$ cat src/rtl/signal_conflict_monitor_if.sv
// Bundle between the four-approach lamp driver and the conflict monitor.
// The master side drives the approach aspects and reads the monitor
// status; the slave side is the monitor itself.
interface signal_conflict_monitor_if;
    logic [2:0] n_light;
    logic [2:0] s_light;
    logic [2:0] e_light;
    logic [2:0] w_light;
    logic       fault;
    logic [2:0] fault_code;
    logic [1:0] active_dir;
    logic       active_valid;
    logic       cycle_done;

    modport master (
        output n_light, s_light, e_light, w_light,
        input  fault, fault_code, active_dir, active_valid, cycle_done
    );

    modport slave (
        input  n_light, s_light, e_light, w_light,
        output fault, fault_code, active_dir, active_valid, cycle_done
    );
endinterface

$ cat src/rtl/signal_conflict_monitor.sv
// Traffic signal conflict monitor. It watches the four approach aspects,
// tracks the expected N-S-E-W green/yellow/all-red rotation, and latches the
// first illegal condition as a fault code that holds until reset.
module signal_conflict_monitor #(
    parameter int GREEN_MIN  = 8,
    parameter int GREEN_MAX  = 8,
    parameter int YELLOW_MIN = 4,
    parameter int YELLOW_MAX = 4,
    parameter int ALLRED_MAX = 0
) (
    input  logic                     clk,
    input  logic                     rst,
    signal_conflict_monitor_if.slave bus
);
    typedef enum logic [2:0] {SYNC, GREEN, YELLOW, ALLRED, FAULT} state_t;

    localparam logic [2:0] CODE_ENCODING     = 3'd1;
    localparam logic [2:0] CODE_CONFLICT     = 3'd2;
    localparam logic [2:0] CODE_SEQUENCE     = 3'd3;
    localparam logic [2:0] CODE_GREEN_SHORT  = 3'd4;
    localparam logic [2:0] CODE_GREEN_LONG   = 3'd5;
    localparam logic [2:0] CODE_YELLOW_SHORT = 3'd6;
    localparam logic [2:0] CODE_OVERRUN      = 3'd7;

    state_t          state, state_n;
    logic [4:0]      dwell, dwell_n, dwell_inc;
    logic [1:0]      dir, dir_n, next_dir, green_dir;
    logic            first_green, first_green_n;
    logic            fault, fault_n;
    logic [2:0]      fault_code, fault_code_n, raise_code;
    logic            cycle_done, cycle_done_n;
    logic [3:0][2:0] lights;
    logic [3:0]      is_red, is_yellow, is_green, is_bad;
    logic            bad_encoding, conflict, all_red;

    // Index 0 = N, 1 = S, 2 = E, 3 = W, matching active_dir.
    assign lights = {bus.w_light, bus.e_light, bus.s_light, bus.n_light};

    // Classify every approach's aspect as red, yellow, green or malformed.
    always_comb begin
        is_red    = '0;
        is_yellow = '0;
        is_green  = '0;
        is_bad    = '0;
        for (int i = 0; i < 4; i++) begin
            is_red[i]    = (lights[i] == 3'b100);
            is_yellow[i] = (lights[i] == 3'b010);
            is_green[i]  = (lights[i] == 3'b001);
            is_bad[i]    = !(is_red[i] || is_yellow[i] || is_green[i]);
        end
    end

    assign bad_encoding = |is_bad;
    assign conflict     = ($countones(~is_red) > 1);
    assign all_red      = &is_red;
    assign dwell_inc    = (dwell == 5'd31) ? dwell : dwell + 5'd1;
    assign next_dir     = dir + 2'd1;

    // Find which approach went green while synchronising.
    always_comb begin
        green_dir = 2'd0;
        for (int i = 3; i >= 0; i--) begin
            if (is_green[i]) begin
                green_dir = 2'(i);
            end
        end
    end

    // Next-state logic: follow the rotation and pick the winning fault code.
    always_comb begin
        state_n       = state;
        dwell_n       = dwell;
        dir_n         = dir;
        first_green_n = first_green;
        fault_n       = fault;
        fault_code_n  = fault_code;
        cycle_done_n  = 1'b0;
        raise_code    = 3'd0;

        if (state != FAULT) begin
            if (bad_encoding) begin
                raise_code = CODE_ENCODING;
            end else if (conflict) begin
                raise_code = CODE_CONFLICT;
            end else begin
                case (state)
                    SYNC: begin
                        if (|is_green) begin
                            state_n       = GREEN;
                            dir_n         = green_dir;
                            dwell_n       = 5'd1;
                            first_green_n = 1'b1;
                        end
                    end
                    GREEN: begin
                        if (is_green[dir]) begin
                            dwell_n = dwell_inc;
                            if (int'(dwell_inc) == GREEN_MAX + 1) begin
                                raise_code = CODE_GREEN_LONG;
                            end
                        end else if (is_yellow[dir]) begin
                            if (!first_green && int'(dwell) < GREEN_MIN) begin
                                raise_code = CODE_GREEN_SHORT;
                            end else begin
                                state_n       = YELLOW;
                                dwell_n       = 5'd1;
                                first_green_n = 1'b0;
                            end
                        end else begin
                            raise_code = CODE_SEQUENCE;
                        end
                    end
                    YELLOW: begin
                        if (is_yellow[dir]) begin
                            dwell_n = dwell_inc;
                            if (int'(dwell_inc) == YELLOW_MAX + 1) begin
                                raise_code = CODE_OVERRUN;
                            end
                        end else if (all_red) begin
                            if (int'(dwell) < YELLOW_MIN) begin
                                raise_code = CODE_YELLOW_SHORT;
                            end else if (ALLRED_MAX == 0) begin
                                raise_code = CODE_OVERRUN;
                            end else begin
                                state_n = ALLRED;
                                dwell_n = 5'd1;
                            end
                        end else if (is_green[next_dir]) begin
                            if (int'(dwell) < YELLOW_MIN) begin
                                raise_code = CODE_YELLOW_SHORT;
                            end else begin
                                state_n      = GREEN;
                                dir_n        = next_dir;
                                dwell_n      = 5'd1;
                                cycle_done_n = (next_dir == 2'd0);
                            end
                        end else begin
                            raise_code = CODE_SEQUENCE;
                        end
                    end
                    ALLRED: begin
                        if (all_red) begin
                            dwell_n = dwell_inc;
                            if (int'(dwell_inc) == ALLRED_MAX + 1) begin
                                raise_code = CODE_OVERRUN;
                            end
                        end else if (is_green[next_dir]) begin
                            state_n      = GREEN;
                            dir_n        = next_dir;
                            dwell_n      = 5'd1;
                            cycle_done_n = (next_dir == 2'd0);
                        end else begin
                            raise_code = CODE_SEQUENCE;
                        end
                    end
                    default: begin
                    end
                endcase
            end
        end

        if (raise_code != 3'd0) begin
            state_n      = FAULT;
            fault_n      = 1'b1;
            fault_code_n = raise_code;
            cycle_done_n = 1'b0;
        end
    end

    // State register; reset overrides everything including a latched fault.
    always_ff @(posedge clk) begin
        if (rst) begin
            state       <= SYNC;
            dwell       <= 5'd0;
            dir         <= 2'd0;
            first_green <= 1'b0;
            fault       <= 1'b0;
            fault_code  <= 3'd0;
            cycle_done  <= 1'b0;
        end else begin
            state       <= state_n;
            dwell       <= dwell_n;
            dir         <= dir_n;
            first_green <= first_green_n;
            fault       <= fault_n;
            fault_code  <= fault_code_n;
            cycle_done  <= cycle_done_n;
        end
    end

    assign bus.fault        = fault;
    assign bus.fault_code   = fault_code;
    assign bus.active_dir   = dir;
    assign bus.active_valid = (state == GREEN) || (state == YELLOW) || (state == ALLRED);
    assign bus.cycle_done   = cycle_done;
endmodule
$ cat src/flat_wrapper.sv
// flat-port wrapper written by rule: the top's interface ports become plain ports
module signal_conflict_monitor_flat 
#(
    parameter int GREEN_MIN  = 8,
    parameter int GREEN_MAX  = 8,
    parameter int YELLOW_MIN = 4,
    parameter int YELLOW_MAX = 4,
    parameter int ALLRED_MAX = 0
)
  (clk, rst, bus_n_light, bus_s_light, bus_e_light, bus_w_light, bus_fault, bus_fault_code, bus_active_dir, bus_active_valid, bus_cycle_done);
  signal_conflict_monitor_if bus_i ();
  input  logic clk;
  input  logic rst;
  input wire logic [$bits(bus_i.n_light)-1:0] bus_n_light;
  input wire logic [$bits(bus_i.s_light)-1:0] bus_s_light;
  input wire logic [$bits(bus_i.e_light)-1:0] bus_e_light;
  input wire logic [$bits(bus_i.w_light)-1:0] bus_w_light;
  output wire logic [$bits(bus_i.fault)-1:0] bus_fault;
  output wire logic [$bits(bus_i.fault_code)-1:0] bus_fault_code;
  output wire logic [$bits(bus_i.active_dir)-1:0] bus_active_dir;
  output wire logic [$bits(bus_i.active_valid)-1:0] bus_active_valid;
  output wire logic [$bits(bus_i.cycle_done)-1:0] bus_cycle_done;
  assign bus_i.n_light = bus_n_light;
  assign bus_i.s_light = bus_s_light;
  assign bus_i.e_light = bus_e_light;
  assign bus_i.w_light = bus_w_light;
  assign bus_fault = bus_i.fault;
  assign bus_fault_code = bus_i.fault_code;
  assign bus_active_dir = bus_i.active_dir;
  assign bus_active_valid = bus_i.active_valid;
  assign bus_cycle_done = bus_i.cycle_done;
  signal_conflict_monitor #(.GREEN_MIN(GREEN_MIN), .GREEN_MAX(GREEN_MAX), .YELLOW_MIN(YELLOW_MIN), .YELLOW_MAX(YELLOW_MAX), .ALLRED_MAX(ALLRED_MAX)) u_core (.clk(clk), .rst(rst), .bus(bus_i));
endmodule
$ cat config.mk
export PLATFORM = sky130hd
export DESIGN_NAME = signal_conflict_monitor_flat
export DESIGN_NICKNAME = d
export VERILOG_FILES = /design/src/rtl/signal_conflict_monitor_if.sv /design/src/rtl/signal_conflict_monitor.sv /design/src/flat_wrapper.sv
export SDC_FILE = /design/constraint.sdc
export NUM_CORES = 1
export LEC_CHECK = 0
export CAP_MARGIN = 5
export CELL_PAD_IN_SITES_DETAIL_PLACEMENT = 0
export CELL_PAD_IN_SITES_GLOBAL_PLACEMENT = 2
export CORE_MARGIN = 4
export CORE_UTILIZATION = 34
export CTS_CLUSTER_DIAMETER = 100
export CTS_CLUSTER_SIZE = 24
export DETAILED_ROUTE_END_ITERATION = 12
export GPL_TIMING_DRIVEN = 0
export PLACE_DENSITY = 0.91
export SLEW_MARGIN = 20
export SYNTH_ARGS = -nofsm -noshare
export SYNTH_HDL_FRONTEND = slang
export SYNTH_SLANG_ARGS = --single-unit
$ cat constraint.sdc
create_clock -name clk -period 7.8 [get_ports clk]
set_input_delay 1.56 -clock clk [delete_from_list [all_inputs] [get_ports clk]]
set_output_delay 1.56 -clock clk [all_outputs]
set_load 0.03 [all_outputs]
# ---- Yosys cells after proc, flatten, opt, wreduce, memory -nomap -nowiden
# Cells that the tools add are included.
dict set report totals {
  ram_bits 0
  reg_bits 16
  romBits 0
  memories 0
  input_bits 14
  elab_cells 178
  latch_bits 0
}
dict set report classes {
  n_mux 74
  reduce_logical 34
  shift 0
  n_addsub 5
  n_div 0
  bitwise 4
  order_cmp 5
  eq_ne 48
  mul 0
}
# cell count
set ops {}
lappend ops {{two-way mux 3 bit} 28}
lappend ops {{two-way mux 5 bit} 11}
lappend ops {{adder 32 bit} 1}
lappend ops {{> comparator 32 x 2 -> 1 bit, second input constant} 1}
lappend ops {{AND reduction 14 bit} 2}
lappend ops {{two-way mux 2 bit} 12}
lappend ops {{!= test 3 bit, second input constant} 8}
lappend ops {{AND reduction 11 bit} 2}
lappend ops {{!= test 3 x 1 -> 1 bit, second input constant} 7}
lappend ops {{case mux 5 bit (4 select lines)} 1}
lappend ops {{== test 3 x 2 -> 1 bit, second input constant} 6}
lappend ops {{!= test 2 bit, second input constant} 8}
lappend ops {{== test 3 x 1 -> 1 bit, second input constant} 5}
lappend ops {{two-way mux 1 bit} 14}
lappend ops {{== test 3 bit, second input constant} 4}
lappend ops {{case mux 3 bit (4 select lines)} 1}
lappend ops {{== test 5 bit, second input constant} 2}
lappend ops {{logical OR 1 bit} 10}
lappend ops {{case mux 3 bit (3 select lines)} 1}
lappend ops {{!= test 2 x 1 -> 1 bit, second input constant} 4}
lappend ops {{AND reduction 8 bit} 1}
lappend ops {{OR reduction 4 bit} 2}
lappend ops {{OR reduction 8 bit} 1}
lappend ops {{binary-select mux 1 bit (select 2 bit)} 3}
lappend ops {{other kinds (23)} 35}

# ---- Depth between registers and ports, before layout
dict set report logic_depth {
  depth_word 13
  depth_mapped 12
}

# ---- Worst setup path after synthesis
# No wires, ideal clock.
dict set report synth_timing {
  kind {input to register}
  from {input bus_e_light[1]}
  to {register u_core.dwell[4]}
  arrival_ps 4032
  cell_stages 12
  required_ps 7714
  path_slack_ps 3682
  path_cell_list {nor2_1 -> and2_1 -> ha_1 -> and2_1 -> fa_1 -> nor2_1 -> inv_1 -> nor3b_1 -> and3_1 -> buf_2 -> a41oi_1 -> a211oi_1}
}
dict set report synth_via {
  elab_chain_len 7
}
# item line
set synth_lines {}
lappend synth_lines {{start, declared} flat_wrapper.sv:16} ;# input wire logic [$bits(bus_i.e_light)-1:0] bus_e_light;
lappend synth_lines {{== test 3 bit or == test 3 x 2 -> 1 bit (tied branches)} {signal_conflict_monitor.sv:46, signal_conflict_monitor.sv:47}}
lappend synth_lines {{inverter 4 bit or logical OR 1 bit (tied branches)} {signal_conflict_monitor.sv:54, signal_conflict_monitor.sv:49}}
lappend synth_lines {{adder 1 x 1 -> 2 bit (implied by the code) or logical OR 1 bit (tied branches)} {signal_conflict_monitor.sv:54, signal_conflict_monitor.sv:49}}
lappend synth_lines {{adder 32 bit (implied by the code) or logical NOT 1 bit (tied branches)} {signal_conflict_monitor.sv:54, signal_conflict_monitor.sv:49}}
lappend synth_lines {{> comparator 32 x 2 -> 1 bit or OR reduction 4 bit (tied branches)} {signal_conflict_monitor.sv:54, signal_conflict_monitor.sv:53}}
lappend synth_lines {{inverter 1 bit (no line)} n/a}
lappend synth_lines {{AND reduction 11 bit (no line)} n/a}
lappend synth_lines {{end signal, assigned} signal_conflict_monitor.sv:182} ;# dwell <= dwell_n;
lappend synth_lines {{end, declared} signal_conflict_monitor.sv:26} ;# logic [4:0] dwell, dwell_n, dwell_inc;
# Parallel ways exist; a longest one is shown, timed or not. The select of a mux whose other input is x is not followed.
# A chain may end at the register's enable or synchronous reset.

# ---- Final worst setup path
# Ends and elaborated chain as after synthesis.

==> metrics.yaml <==
wl_per_cell_um: 16.2
coreArea_mm2: 0.00447
ys_ff_latch: 16
area_growth_pct: 20.4
place.gp.congestion: 0.801
endpoint_kind: "flop"
slowest_stage: "nor3b_1"
place_ws_ns: 2.61
cp_data_required_time_ns: 7.96
cts_resized: 0
max_freq_mhz: 202
clock_path_buffers: 2
hp-class: "flop to flop"
critPathMaxFanout: 8
synth.distinct_cells: 62
htreeDepth: 1
clk_pin_slew_ns: 0.07
fin_area_mm2: 0.00195
drt-total-wl_um: 4630
yosys-top-cells-count: "nor2_1 (23), nand2_1 (17), dfxtp_1 (16)"
drc_errors: 0
finalHoldViolCount: 0
netlist_area_mm2: 0.00162
fillers: 479
fin_cells: 286
grt_overflow: 0
die_h_um: 76.9
cp_cell_sequence: "clkdlybuf4s50_1 -> nor2_1 -> and2_1 -> ha_1 -> and2_1 -> fa_1 -> nor2_1 -> inv_1 -> nor3b_1 -> and3_1 -> buf_2 -> a41oi_1 -> a211oi_1"
ir_drop_mv: 0.0703
final_layout_size_suffix_gt1_frac: 0.0983
synth_top_cell_by_area: "dfxtp_1"
fin_crit_ns: 4.96
ys.flop_type: "dfxtp_1"
yosysMostFrequentCell: "nor2_1"
syn_nets: 230
maxCapViolCount: 0
synth-seq-area-share: 0.198
slew_violations: 0
status: "complete, no violations"
placedInstanceArea_mm2: 0.00189
via_count: 1670
rows: 24
fin_nets: 256
slowest_delay_ns: 0.57
cts_hold_buffers: 0
setup_viol: 0
postRouteAntennaNets: 0
die_w_um: 76.9
post-route-period-util: 0.636
detailedRoute.firstIterationViolations: 82
seq_area_um2: 320
tightest_slew_ns: 0.794
die_area_mm2: 0.00592
netlist_top_cells_area: "dfxtp_1 (20%), nor2_1 (5.3%), ha_1 (4.6%)"
place_hpwl_um: 3610
synth_cells: 209
leakagePower_nw: 0.630
whs_path_depth: 2
first_pass_iters: 4
grt_usage: 0.163
grt_pass1_wl_um: 8070
cp-start-kind: "primary input"
ys_warn_count: 0
clockRootBuffer: "clkbuf_8"
finClkSkew_ns: 0.00187
dp_cells: 282
synth_edf_count: 0
power_density_mw_per_mm2: 102
r2r_cells: 9
multi_input_area_mm2: 0.00121
cts_setup_buffers: 0
grt_max_degree: 11
fin_tns_setup_ns: 0
routed_via_density: 5.84
start_util: 0.361
grt_pass1_vias: 1665
rsz0062_at_grt: "false"
critical_path_class: "primary input to flop"
setup_ws_ns: 2.84
cts_tree: "done"
clock_latency_ns: 0.25
ys_async_sr_fraction: 0
cts-buffers-inserted: 3
boundaryPins: 22
yosys.area.top_type_share: 0.198
antenna_found_initial: 0
antenna-diode-count: 0
port_buffers: 21
arrival_ns: 5.11
synth_area_per_cell_um2: 7.73
relSlewSlack: 0.467
cts_sinks: 16
-- per-layer routing --
| metal | up-vias | GRT usage | routed length, µm |
|---|---|---|---|
| met5 | - | 0 | 0 |
| met4 | 0 | 0.0181 | 12 |
| met3 | 2 | 0.0293 | 199 |
| met2 | 36 | 0.266 | 2090 |
| met1 | 783 | 0.230 | 2320 |
| li1 | 849 | - | - |
-- cell usage in the layout, fill, tap and decap left out, types with 3 or more instances in the layout --
cell,synthesis,final
nand2_1,17,17
ha_1,6,6
o21ai_0,7,7
nand2b_1,4,4
clkbuf_1,8,8
nor2_1,23,23
nand4_1,3,3
o21ba_2,3,3
nor4_1,4,4
inv_1,10,10
o211ai_1,3,3
nand3_1,6,6
a211oi_1,7,7
nor3_1,9,9
a21oi_1,13,13
dfxtp_1,16,16
and2_1,4,4
nor4b_1,3,3
or3b_1,3,3
a31oi_1,3,3
nor3b_1,6,6
clkbuf_8,0,4
clkdlybuf4s50_1,0,21
-- worst max-delay path: cells and delay by family --
family          cells  cell delay (ns)
simple gates        6             1.57
buf+inv             3             0.86
fa+ha+maj           2             0.72
compound gates      2             0.40
-- through the flow --
stage          power (mW)   util  hold WS (ns)
2_1_floorplan       0.108      -         0.432
6_report            0.199  0.435         0.446
4_1_cts             0.201  0.435         0.448
3_3_place_gp        0.126  0.423         0.434
5_1_grt             0.210  0.435         0.482
3_5_place_dp        0.126  0.423         0.438
-- report_power, final --
group | total, mW | internal (mW) | switching [mW]
registers | 0.0837 | 0.0831 | 0.000572
logic | 0.0402 | 0.0185 | 0.0217
clock network | 0.0751 | 0.0448 | 0.0303
-- sequential cells by signal (all words and copies together) (netlist names) --
signal                 cells
u_core.bus.active_dir      2
u_core.bus.cycle_done      1
u_core.bus.fault           1
u_core.bus.fault_code      3
u_core.dwell               5
u_core.first_green         1
u_core.state               3
-- cell families (layout without fill, tap and decap cells) --
kind of cell	Yosys count	after routing	share of synthesized area
AO/OA/AOI/OAI	57	57	0.270
multiplexers	5	5	0.0565
flip-flops	16	16	0.198
AND/OR/NAND/NOR	100	100	0.350
buffers and inverters	21	46	0.0503
adder cells (fa/ha/maj)	7	7	0.0589
XOR/XNOR	3	3	0.0163
-- cell type report --
| class | count | share of cell area |
|---|---|---|
| Buffer | 10 | 0.0206 |
| Clock buffer | 4 | 0.0283 |
| Tap cell | 52 | 0.0334 |
| Timing Repair Buffer | 21 | 0.108 |
| Sequential cell | 16 | 0.165 |
| Inverter | 11 | 0.0212 |
| Multi-Input combinational cell | 172 | 0.624 |
-- path summary, 6_finish.rpt --
| check | endpoint | slack, ns | start |
|---|---|---|---|
| hold reg to reg | u_core.bus.fault$_SDFFE_PP0P_ | 0.45 | u_core.bus.fault$_SDFFE_PP0P_ |
| hold / removal | u_core.bus.fault$_SDFFE_PP0P_ | 0.45 | u_core.bus.fault$_SDFFE_PP0P_ |
| setup reg to reg | u_core.bus.fault_code[1]$_SDFFE_PP0P_ | 4.72 | u_core.dwell[1]$_SDFFE_PP0P_ |
| setup / recovery | u_core.dwell[4]$_SDFFE_PP0P_ | 2.84 | bus_e_light[1] |
Power figures use the tool's default switching activity.
